<file path="src/rtl/ctrl_fsm_waitstate.sv">
// ctrl_fsm_waitstate
// Multi-cycle control FSM for the single-issue CPU. Sequences
// FETCH/DECODE/EXECUTE/MEM_WAIT/WRITEBACK/HALTED with handshakes on
// instruction fetch and data memory. It also provides a bounded memory
// timeout, single-step debug halts, edge-triggered resume, illegal-opcode
// detection and a retired-instruction counter.
//
// Ports:
//   clk, reset      clock; synchronous active-high reset
//   op_code         opcode of the fetched instruction (sampled in DECODE)
//   ifetch_ack      instruction memory returned the word (used in FETCH)
//   mem_ready       data memory completed the access (EXECUTE/MEM_WAIT)
//   continue_req    resume request, rising edge only. The port cannot be
//                   called "continue" because that is a SystemVerilog keyword.
//   single_step     halt after every retired instruction
//   ifetch_req      fetch request
//   loadPC          PC update enable
//   writeReg        register file write enable
//   MemEn, MemWen   data memory enable / write enable
//   IMMsel          1 = immediate, 0 = RS2
//   DataSel         writeback source: 00 ALU/MOVE, 01 memory, 10 CMOV
//   BRANCH          000 none, 001 BR, 010 BMI, 011 BPL, 100 BZ, 101 JR
//   pwr             clock-gate hint; low only in HALTED
//   halted          FSM is in HALTED
//   illegal_op      one-cycle pulse in EXECUTE for an undefined opcode
//   mem_timeout     sticky memory timeout flag; cleared only by reset
//   retired_count   retired instructions, wraps modulo 2^CNTW
//   state_dbg       current state encoding
// The datapath selects are combinational from state and op_q. This matches
// the timing of the controller that this block replaces.
module ctrl_fsm_waitstate #(
  parameter int OPW         = 4,
  parameter int MEM_TIMEOUT = 16,
  parameter int CNTW        = 32
) (
  input  logic            clk,
  input  logic            reset,
  input  logic [OPW-1:0]  op_code,
  input  logic            ifetch_ack,
  input  logic            mem_ready,
  input  logic            continue_req,
  input  logic            single_step,
  output logic            ifetch_req,
  output logic            loadPC,
  output logic            writeReg,
  output logic            MemEn,
  output logic            MemWen,
  output logic            IMMsel,
  output logic [1:0]      DataSel,
  output logic [2:0]      BRANCH,
  output logic            pwr,
  output logic            halted,
  output logic            illegal_op,
  output logic            mem_timeout,
  output logic [CNTW-1:0] retired_count,
  output logic [2:0]      state_dbg
);

  typedef enum logic [2:0] {
    S_FETCH     = 3'd0,
    S_DECODE    = 3'd1,
    S_EXECUTE   = 3'd2,
    S_MEM_WAIT  = 3'd3,
    S_WRITEBACK = 3'd4,
    S_HALTED    = 3'd5
  } state_t;

  typedef enum logic [1:0] {
    HC_NONE = 2'd0,
    HC_OP   = 2'd1,
    HC_STEP = 2'd2,
    HC_TMO  = 2'd3
  } cause_t;

  localparam logic [3:0] OP_ALU     = 4'h0;
  localparam logic [3:0] OP_ALU_IMM = 4'h1;
  localparam logic [3:0] OP_LOAD    = 4'h2;
  localparam logic [3:0] OP_STORE   = 4'h3;
  localparam logic [3:0] OP_BR      = 4'h4;
  localparam logic [3:0] OP_BMI     = 4'h5;
  localparam logic [3:0] OP_BPL     = 4'h6;
  localparam logic [3:0] OP_BZ      = 4'h7;
  localparam logic [3:0] OP_MOVE    = 4'h8;
  localparam logic [3:0] OP_CMOV    = 4'h9;
  localparam logic [3:0] OP_JR      = 4'hA;
  localparam logic [3:0] OP_NOP     = 4'hE;
  localparam logic [3:0] OP_HALT    = 4'hF;

  // The wait counter only needs to reach MEM_TIMEOUT-1.
  localparam int WCW = (MEM_TIMEOUT > 2) ? $clog2(MEM_TIMEOUT) : 1;
  localparam logic [WCW-1:0] WAIT_LAST =
    (MEM_TIMEOUT > 32'sd0) ? WCW'(MEM_TIMEOUT - 32'sd1) : {WCW{1'b0}};

  state_t            state_r, state_s;
  cause_t            cause_r, cause_s;
  logic [OPW-1:0]    op_r;
  logic [WCW-1:0]    wait_cnt_r;
  logic [CNTW-1:0]   retired_cnt_r;
  logic              tmo_r;
  logic              cont_q_r;

  logic              op_hi_nz_s;
  logic [3:0]        op_lo_s;
  logic              mem_load_s;
  logic              halt_op_s;
  state_t            retire_next_s;
  cause_t            retire_cause_s;
  logic              retire_s;
  logic              op_latch_s;
  logic              wait_clr_s;
  logic              wait_inc_s;
  logic              set_tmo_s;

  // Opcode bits above [3:0] must be zero, otherwise the opcode is illegal.
  if (OPW > 4) begin : g_wide_op
    assign op_hi_nz_s = |op_r[OPW-1:4];
  end else begin : g_narrow_op
    assign op_hi_nz_s = 1'b0;
  end

  assign op_lo_s    = op_r[3:0];
  assign mem_load_s = (op_lo_s == OP_LOAD);
  assign halt_op_s  = ~op_hi_nz_s & (op_lo_s == OP_HALT);

  // HALT takes priority over a single-step halt.
  assign retire_next_s  = (halt_op_s || single_step) ? S_HALTED : S_FETCH;
  assign retire_cause_s = halt_op_s ? HC_OP : (single_step ? HC_STEP : HC_NONE);

  assign retired_count = retired_cnt_r;
  assign mem_timeout   = tmo_r;
  assign state_dbg     = state_r;

  // Next-state, datapath selects and bookkeeping strobes.
  always_comb begin
    state_s    = state_r;
    cause_s    = cause_r;
    ifetch_req = 1'b0;
    loadPC     = 1'b0;
    writeReg   = 1'b0;
    MemEn      = 1'b0;
    MemWen     = 1'b0;
    IMMsel     = 1'b0;
    DataSel    = 2'b00;
    BRANCH     = 3'b000;
    pwr        = 1'b1;
    halted     = 1'b0;
    illegal_op = 1'b0;
    retire_s   = 1'b0;
    op_latch_s = 1'b0;
    wait_clr_s = 1'b0;
    wait_inc_s = 1'b0;
    set_tmo_s  = 1'b0;
    if (reset) begin
      // Reset wins in any state. No strobe is driven in the reset cycle.
      state_s = S_FETCH;
    end else begin
      case (state_r)
        S_FETCH: begin
          ifetch_req = 1'b1;
          state_s    = ifetch_ack ? S_DECODE : S_FETCH;
        end
        S_DECODE: begin
          op_latch_s = 1'b1;
          state_s    = S_EXECUTE;
        end
        S_EXECUTE: begin
          if (op_hi_nz_s) begin
            loadPC     = 1'b1;
            illegal_op = 1'b1;
            retire_s   = 1'b1;
          end else begin
            case (op_lo_s)
              OP_ALU, OP_MOVE: begin
                writeReg = 1'b1;
                loadPC   = 1'b1;
                retire_s = 1'b1;
              end
              OP_ALU_IMM: begin
                writeReg = 1'b1;
                IMMsel   = 1'b1;
                loadPC   = 1'b1;
                retire_s = 1'b1;
              end
              OP_CMOV: begin
                writeReg = 1'b1;
                DataSel  = 2'b10;
                loadPC   = 1'b1;
                retire_s = 1'b1;
              end
              OP_BR, OP_BMI, OP_BPL, OP_BZ: begin
                IMMsel   = 1'b1;
                BRANCH   = 3'(op_lo_s - OP_BR + 4'd1);
                loadPC   = 1'b1;
                retire_s = 1'b1;
              end
              OP_JR: begin
                BRANCH   = 3'b101;
                loadPC   = 1'b1;
                retire_s = 1'b1;
              end
              OP_NOP: begin
                loadPC   = 1'b1;
                retire_s = 1'b1;
              end
              OP_HALT: begin
                retire_s = 1'b1;
              end
              OP_LOAD, OP_STORE: begin
                MemEn      = 1'b1;
                MemWen     = ~mem_load_s;
                IMMsel     = 1'b1;
                DataSel    = mem_load_s ? 2'b01 : 2'b00;
                wait_clr_s = 1'b1;
                if (!mem_ready) begin
                  state_s = S_MEM_WAIT;
                end else if (mem_load_s) begin
                  state_s = S_WRITEBACK;
                end else begin
                  loadPC   = 1'b1;
                  retire_s = 1'b1;
                end
              end
              default: begin
                loadPC     = 1'b1;
                illegal_op = 1'b1;
                retire_s   = 1'b1;
              end
            endcase
          end
        end
        S_MEM_WAIT: begin
          MemEn   = 1'b1;
          MemWen  = ~mem_load_s;
          IMMsel  = 1'b1;
          DataSel = mem_load_s ? 2'b01 : 2'b00;
          if (mem_ready) begin
            if (mem_load_s) begin
              state_s = S_WRITEBACK;
            end else begin
              loadPC   = 1'b1;
              retire_s = 1'b1;
            end
          end else if ((MEM_TIMEOUT > 32'sd0) && (wait_cnt_r == WAIT_LAST)) begin
            set_tmo_s = 1'b1;
            state_s   = S_HALTED;
            cause_s   = HC_TMO;
          end else begin
            wait_inc_s = 1'b1;
          end
        end
        S_WRITEBACK: begin
          writeReg = 1'b1;
          DataSel  = 2'b01;
          loadPC   = 1'b1;
          retire_s = 1'b1;
        end
        S_HALTED: begin
          halted = 1'b1;
          pwr    = 1'b0;
          if (continue_req && !cont_q_r) begin
            // Only a HALT opcode leaves the PC behind. A step halt has already
            // advanced the PC, and a timeout re-fetches the same instruction.
            loadPC  = (cause_r == HC_OP);
            state_s = S_FETCH;
            cause_s = HC_NONE;
          end else begin
            state_s = S_HALTED;
          end
        end
        default: begin
          state_s = S_FETCH;
        end
      endcase
      if (retire_s) begin
        state_s = retire_next_s;
        cause_s = retire_cause_s;
      end else begin
        state_s = state_s;
      end
    end
  end

  // State, latched opcode, wait counter, retire counter and sticky flags.
  always_ff @(posedge clk) begin
    if (reset) begin
      state_r       <= S_FETCH;
      cause_r       <= HC_NONE;
      op_r          <= OPW'(OP_NOP);
      wait_cnt_r    <= {WCW{1'b0}};
      retired_cnt_r <= {CNTW{1'b0}};
      tmo_r         <= 1'b0;
      cont_q_r      <= 1'b0;
    end else begin
      state_r  <= state_s;
      cause_r  <= cause_s;
      // Sampled every cycle, so a level held high on entry to HALTED does not resume.
      cont_q_r <= continue_req;
      if (op_latch_s) begin
        op_r <= op_code;
      end
      if (wait_clr_s) begin
        wait_cnt_r <= {WCW{1'b0}};
      end else if (wait_inc_s) begin
        wait_cnt_r <= wait_cnt_r + WCW'(1'b1);
      end
      if (retire_s) begin
        retired_cnt_r <= retired_cnt_r + CNTW'(1'b1);
      end
      if (set_tmo_s) begin
        tmo_r <= 1'b1;
      end
    end
  end

endmodule
</file>
<file path="config.mk">
export PLATFORM = sky130hd
export DESIGN_NAME = ctrl_fsm_waitstate
export DESIGN_NICKNAME = d
export VERILOG_FILES = /design/src/rtl/ctrl_fsm_waitstate.sv
export SDC_FILE = /design/constraint.sdc
export NUM_CORES = 1
export LEC_CHECK = 0
export ABC_AREA = 1
export CORE_ASPECT_RATIO = 1.4
export CORE_UTILIZATION = 57
export CTS_CLUSTER_DIAMETER = 80
export CTS_CLUSTER_SIZE = 25
export DETAILED_ROUTE_END_ITERATION = 8
export GPL_TIMING_DRIVEN = 1
export HOLD_SLACK_MARGIN = 0.12
export PLACE_DENSITY = 0.9
export SLEW_MARGIN = 10
export SYNTH_ARGS = -nofsm -noshare
export SYNTH_HDL_FRONTEND = slang
export SYNTH_SLANG_ARGS = --single-unit
</file>
<file path="constraint.sdc">
create_clock -name clk -period 3.4 [get_ports clk]
set_input_delay 0.34 -clock clk [delete_from_list [all_inputs] [get_ports clk]]
set_output_delay 0.34 -clock clk [all_outputs]
set_load 0.01 [all_outputs]
</file>
=== Word level (Yosys, flattened, before mapping) ===
Cells that the tools add are included.

* Logic and storage cells: 118
* Register bits: 47

* Bitwise gates (word level): 1
* Muxes and demuxes: 67
* Equal/unequal tests: 25
* Reductions and logical operators: 14
* Add/subtract/negate cells: 4

{| class="wikitable"
|+ Operators with widths
! operator !! number
|-
| 2-to-1 mux 1 bit || 38
|-
| adder 32 x 1 -> 32 bit (second input constant) || 1
|-
| 2-to-1 mux 3 bit || 10
|-
| equality test 4 bit (second input constant) || 6
|-
| one-hot mux 3 bit (6 select lines) || 1
|-
| equality test 4 x 3 -> 1 bit (second input constant) || 4
|-
| 2-to-1 mux 2 bit || 7
|-
| OR reduction 13 bit || 1
|-
| != test 3 bit (second input constant) || 4
|-
| one-hot mux 1 bit (2 select lines) || 5
|-
| equality test 4 x 2 -> 1 bit (second input constant) || 2
|-
| one-hot mux 2 bit (2 select lines) || 2
|-
| OR reduction 4 bit || 2
|-
| OR reduction 7 bit || 1
|-
| equality test 3 x 2 -> 1 bit (second input constant) || 2
|-
| equality test 3 bit (second input constant) || 2
|-
| one-hot mux 2 bit (3 select lines) || 1
|-
| one-hot mux 3 bit (2 select lines) || 1
|-
| adder 4 x 1 -> 4 bit (second input constant) || 1
|-
| equality test 4 x 1 -> 1 bit (second input constant) || 1
|-
| logical NOT 4 bit || 1
|-
| != test 4 bit (second input constant) || 1
|-
| one-hot mux 1 bit (4 select lines) || 1
|-
| AND reduction 4 bit || 1
|-
| other kinds (14) || 15
|}

=== Longest topological paths before layout ===
* Word-level depth: 8
* Depth in mapped cells: 12
* Gate-level depth less buffers: 11

=== Worst setup path before layout ===
Ideal clock, no wire load.

* Path type: reg-to-output
* Start: register op_r[0] (netlist: op_lo_s[0])
* End: output loadPC
* Arrival time: 1,343 ps
* Setup slack: 1,717 ps
* Required time: 3,060 ps
* Cell stages (with the launch flop): 8
* Path through: dfxtp_1 inv_1 ha_1 o21ai_0 nand2_1 nand2_2 a21oi_1 a21oi_1

* Longest elaborated chain between the ends: 6
* Elaborated cells on any way between the ends: 9
* Those cells by class: eq/ne (3); mux (5); reduce/logical (1)

{| class="wikitable"
|+ Ends and longest elaborated chain
! element !! RTL line !! source
|-
| start, declared || 96 || <nowiki>logic [OPW-1:0] op_r;</nowiki>
|-
| start signal, assigned || 288 || <nowiki>op_r <= OPW'(OP_NOP);</nowiki>
|-
| start signal, assigned || 299 || <nowiki>op_r <= op_code;</nowiki>
|-
| equality test 4 x 2 -> 1 bit || 122, 172 ||
|-
| 2-to-1 mux 1 bit || 216, 237 ||
|-
| 2-to-1 mux 1 bit || 236 || <nowiki>if (mem_ready) begin</nowiki>
|-
| one-hot mux 1 bit (2 select lines) || 172 || <nowiki>case (op_lo_s)</nowiki>
|-
| one-hot mux 1 bit (4 select lines) * || 157 || <nowiki>case (state_r)</nowiki>
|-
| 2-to-1 mux 1 bit * || 153 || <nowiki>if (reset) begin</nowiki>
|-
| end, declared || 44 || <nowiki>output logic loadPC,</nowiki>
|}

Every way passes the cells marked *; elsewhere a longest branch is shown, timed or not.

=== Worst setup path after layout ===
Ends and elaborated chain as after synthesis.

==> results.py <==
metrics = {
    "synthesis": {
        "synth_compound_area_share_pct": 11.48,
        "ys.warnings.count": 0,
        "synth.distinct_cells": 32,
        "synth_edf_count": 0,
        "yosys.area_share.simple_pct": 44.36,
        "synth_seq_area_share_pct": 30.08,
        "synthAdderAreaFrac_pct": 2.400,
        "synthFlopType": "dfxtp_1",
        "synth_top_family_by_area": "simple AND/OR/NAND/NOR gates",
        "synth_xor_area_share_pct": 3.640,
        "ys_seq_elements": 47,
        "synth_area_sq_mm": 0.003128,
        "synthMuxAreaShare_pct": 0,
        "syn_avg_cell_area_sq_um": 6.219,
        "ys_async_sr_fraction_pct": 0,
        "synth_nets": 519,
        "synthCells": 503,
    },
    "power": {
        "p_leak_nw": 1.428,
        "total_power_w": 0.001747,
        "p_per_area_mw_per_mm2": 460.7,
        "peakVddDrop_mv": 0.4131,
    },
    "die": {
        "core_sq_mm": 0.005236,
        "die_y_um": 89.65,
        "dieArea_sq_mm": 0.005792,
        "die_x_um": 64.61,
        "initial_core_util_pct": 59.74,
        "io_pins": 60,
        "rows": 31,
    },
    "setup_path": {
        "crit_required_ps": 3060,
        "worst_setup_path_end_kind": "output port",
        "slowest_delay_ps": 560,
        "critPathTopFamily": "buffers and inverters",
        "cp_num_cells": 8,
        "crit_chain": "inv_1 -> ha_1 -> o21ai_0 -> nand2_1 -> nand2_2 -> a21oi_1 -> a21oi_1 -> clkdlybuf4s50_1",
        "startpoint_type": "flop",
        "critPathMostFrequentCell": "a21oi_1",
        "rr_worst_depth": 9,
        "worstSetupPathType": "flop to output port",
        "cp_slowest_cell": "clkdlybuf4s50_1",
        "arrival_ps": 2330,
        "crit_buf_inv": 2,
        "worstPathMaxFanout": 5,
    },
    "layout": {
        "syn2layout_area_growth_pct": 21.20,
        "drive_above_1_share_pct": 4.982,
        "n_fill_cell": 461,
        "multi_input_area_sq_mm": 0.001936,
        "fin_cells": 628,
        "final_common_cell": "nand2_1",
        "layout.nets": 577,
        "register_area_sq_um": 940.9,
        "diodes": 0,
        "final_cell_mix": "nand2_1 (192), nor2_1 (79), clkdlybuf4s50_1 (59)",
    },
    "route": {
        "dr.first_iter.drc_count": 221,
        "drt_wl_total_um": 8451,
        "route.vias.total": 3421,
        "wire_per_inst_um": 13.46,
        "drcViolationCount": 0,
        "firstDrtPassIters": 6,
        "antenna_left": 0,
        "via_per_inst": 5.447,
    },
    "clock_tree": {
        "ctsLongestPathBuffers": 2,
        "cts_root_buf": "clkbuf_8",
        "clkSinkCount": 47,
        "postCtsSetupBuffers": 0,
        "numCtsBuffers": 5,
        "ctsResizeCount": 0,
        "path_clk_slew_ps": 100,
        "cts_tree": "built",
        "clk_latency_ps": 310,
        "cts_hold_buf": 0,
        "htree_levels": 2,
    },
    "sta": {
        "finalClockSkew_ps": 10.95,
        "drv_slew": 0,
        "maxSlewHeadroom_pct": 67.09,
        "fin_tns_setup_ps": 0,
        "grt_setup_unrepaired": "no",
        "clock.fmax_mhz": 373.9,
        "tightest_slew_ps": 493.6,
        "hold_viol_final": 0,
        "period_share_pct": 78.66,
        "setup_viol": 0,
        "min_period_ps": 2674,
    },
    "job": {
        "max_cap_violations": 0,
    },
    "min_path": {
        "hold_class": "flop to flop",
        "min_path_cells": 2,
    },
    "placement": {
        "place_hpwl_um": 6258,
        "gp_congestion": 0.8839,
        "place_inst": 620,
        "io_buffers": 59,
    },
    "global_route": {
        "antenna_found_initial": 0,
        "grt_pass1_wl_um": 13830,
        "grt_max_degree": 39,
        "track_usage_pct": 30.60,
        "grt-ovfl-total": 0,
        "grt_pass1_vias": 3145,
    },
    "run_status": {
        "outcome": "finished, final reports clean",
    },
}
## power breakdown
| group | total (W) | switching [W] | internal [W] |
|---|---|---|---|
| Combinational | 0.000693 | 0.000450 | 0.000243 |
| Sequential | 0.000682 | 0.0000786 | 0.000604 |
| Clock | 0.000372 | 0.000220 | 0.000152 |
## stage by stage
step	area [sq um]	hold slack, ps	utilization [%]	worst slack [ps]
after floorplan	3128	455.8	-	1717
after global routing	3791	524.1	72.40	606.9
after CTS	3791	490.9	72.40	771.2
final	3791	484.9	72.40	725.6
after detailed placement	3696	465.9	70.59	1038
after global placement	3696	459.5	70.59	1103
## synthesized netlist by cell type (2+ instances only)
cell type / number / share of area, %
a21oi_1: 47 / 7.5
a21oi_2: 3 / 0.84
buf_6: 4 / 1.4
buf_8: 2 / 0.96
clkbuf_8: 3 / 1.3
dfxtp_1: 47 / 30
ha_1: 6 / 2.4
inv_1: 32 / 3.8
inv_2: 2 / 0.24
nand2_1: 192 / 23
nand2_2: 3 / 0.60
nand2_4: 3 / 1.1
nand3_1: 19 / 3.0
nand3b_1: 14 / 3.4
nand4_1: 2 / 0.40
nor2_1: 79 / 9.5
nor2_2: 2 / 0.40
nor2_4: 3 / 1.1
nor3_1: 3 / 0.48
o21ai_0: 14 / 2.2
xnor2_1: 5 / 1.4
xor2_1: 8 / 2.2
## cells by family (layout without fill, tap and decap cells)
group | Yosys count | count (layout)
AND/OR/NAND/NOR | 324 | 324
AO/OA/AOI/OAI | 68 | 68
adder cells (fa/ha/maj) | 6 | 6
buffers and inverters | 45 | 104
flip-flops | 47 | 47
XOR/XNOR | 13 | 13
## final cells by class
class	instances	share of cell area, %
clock inverter	3	0.6931
clock buffer	5	1.815
tap	66	2.178
timing repair buffer	61	15.97
sequential	47	24.82
inverter	35	3.465
multi-input combinational	411	51.06
## flip-flops by register name (all words and copies together) (netlist names)
name           count
cause_r            2
cont_q_r           1
mem_timeout        1
op_lo_s            4
retired_count     32
state_dbg          3
wait_cnt_r         4
## worst reg2reg max path, delay by kind of cell, from the launching register on
kind / cells / cell delay, ps
AO/OA/AOI/OAI: 1 / 120
adder cells (fa/ha/maj): 1 / 330
buffers and inverters: 1 / 160
flip-flops: 1 / 500
AND/OR/NAND/NOR: 6 / 850
## per-layer routing
| layer | global-route usage (%) | share of wire [%] | vias to the layer above | wire length (um) |
|---|---|---|---|---|
| li1 | - | - | 1714 | - |
| met1 | 32.14 | 39 | 1564 | 3326 |
| met2 | 60.10 | 54 | 121 | 4535 |
| met3 | 3.914 | 4.4 | 22 | 376 |
| met4 | 13.94 | 2.5 | 0 | 213 |
| met5 | 0 | 0 | - | 0 |
## path summary, 6_finish.rpt
path | to | slack (ps) | start
worst min-delay path | mem_timeout | 480 | mem_timeout
worst max register to register | retired_count[26] | 1390 | retired_count[0]
worst min register to register | mem_timeout | 480 | mem_timeout
worst max-delay path | loadPC | 730 | op_lo_s[0]
No activity file was read; power rests on OpenSTA's default activity.
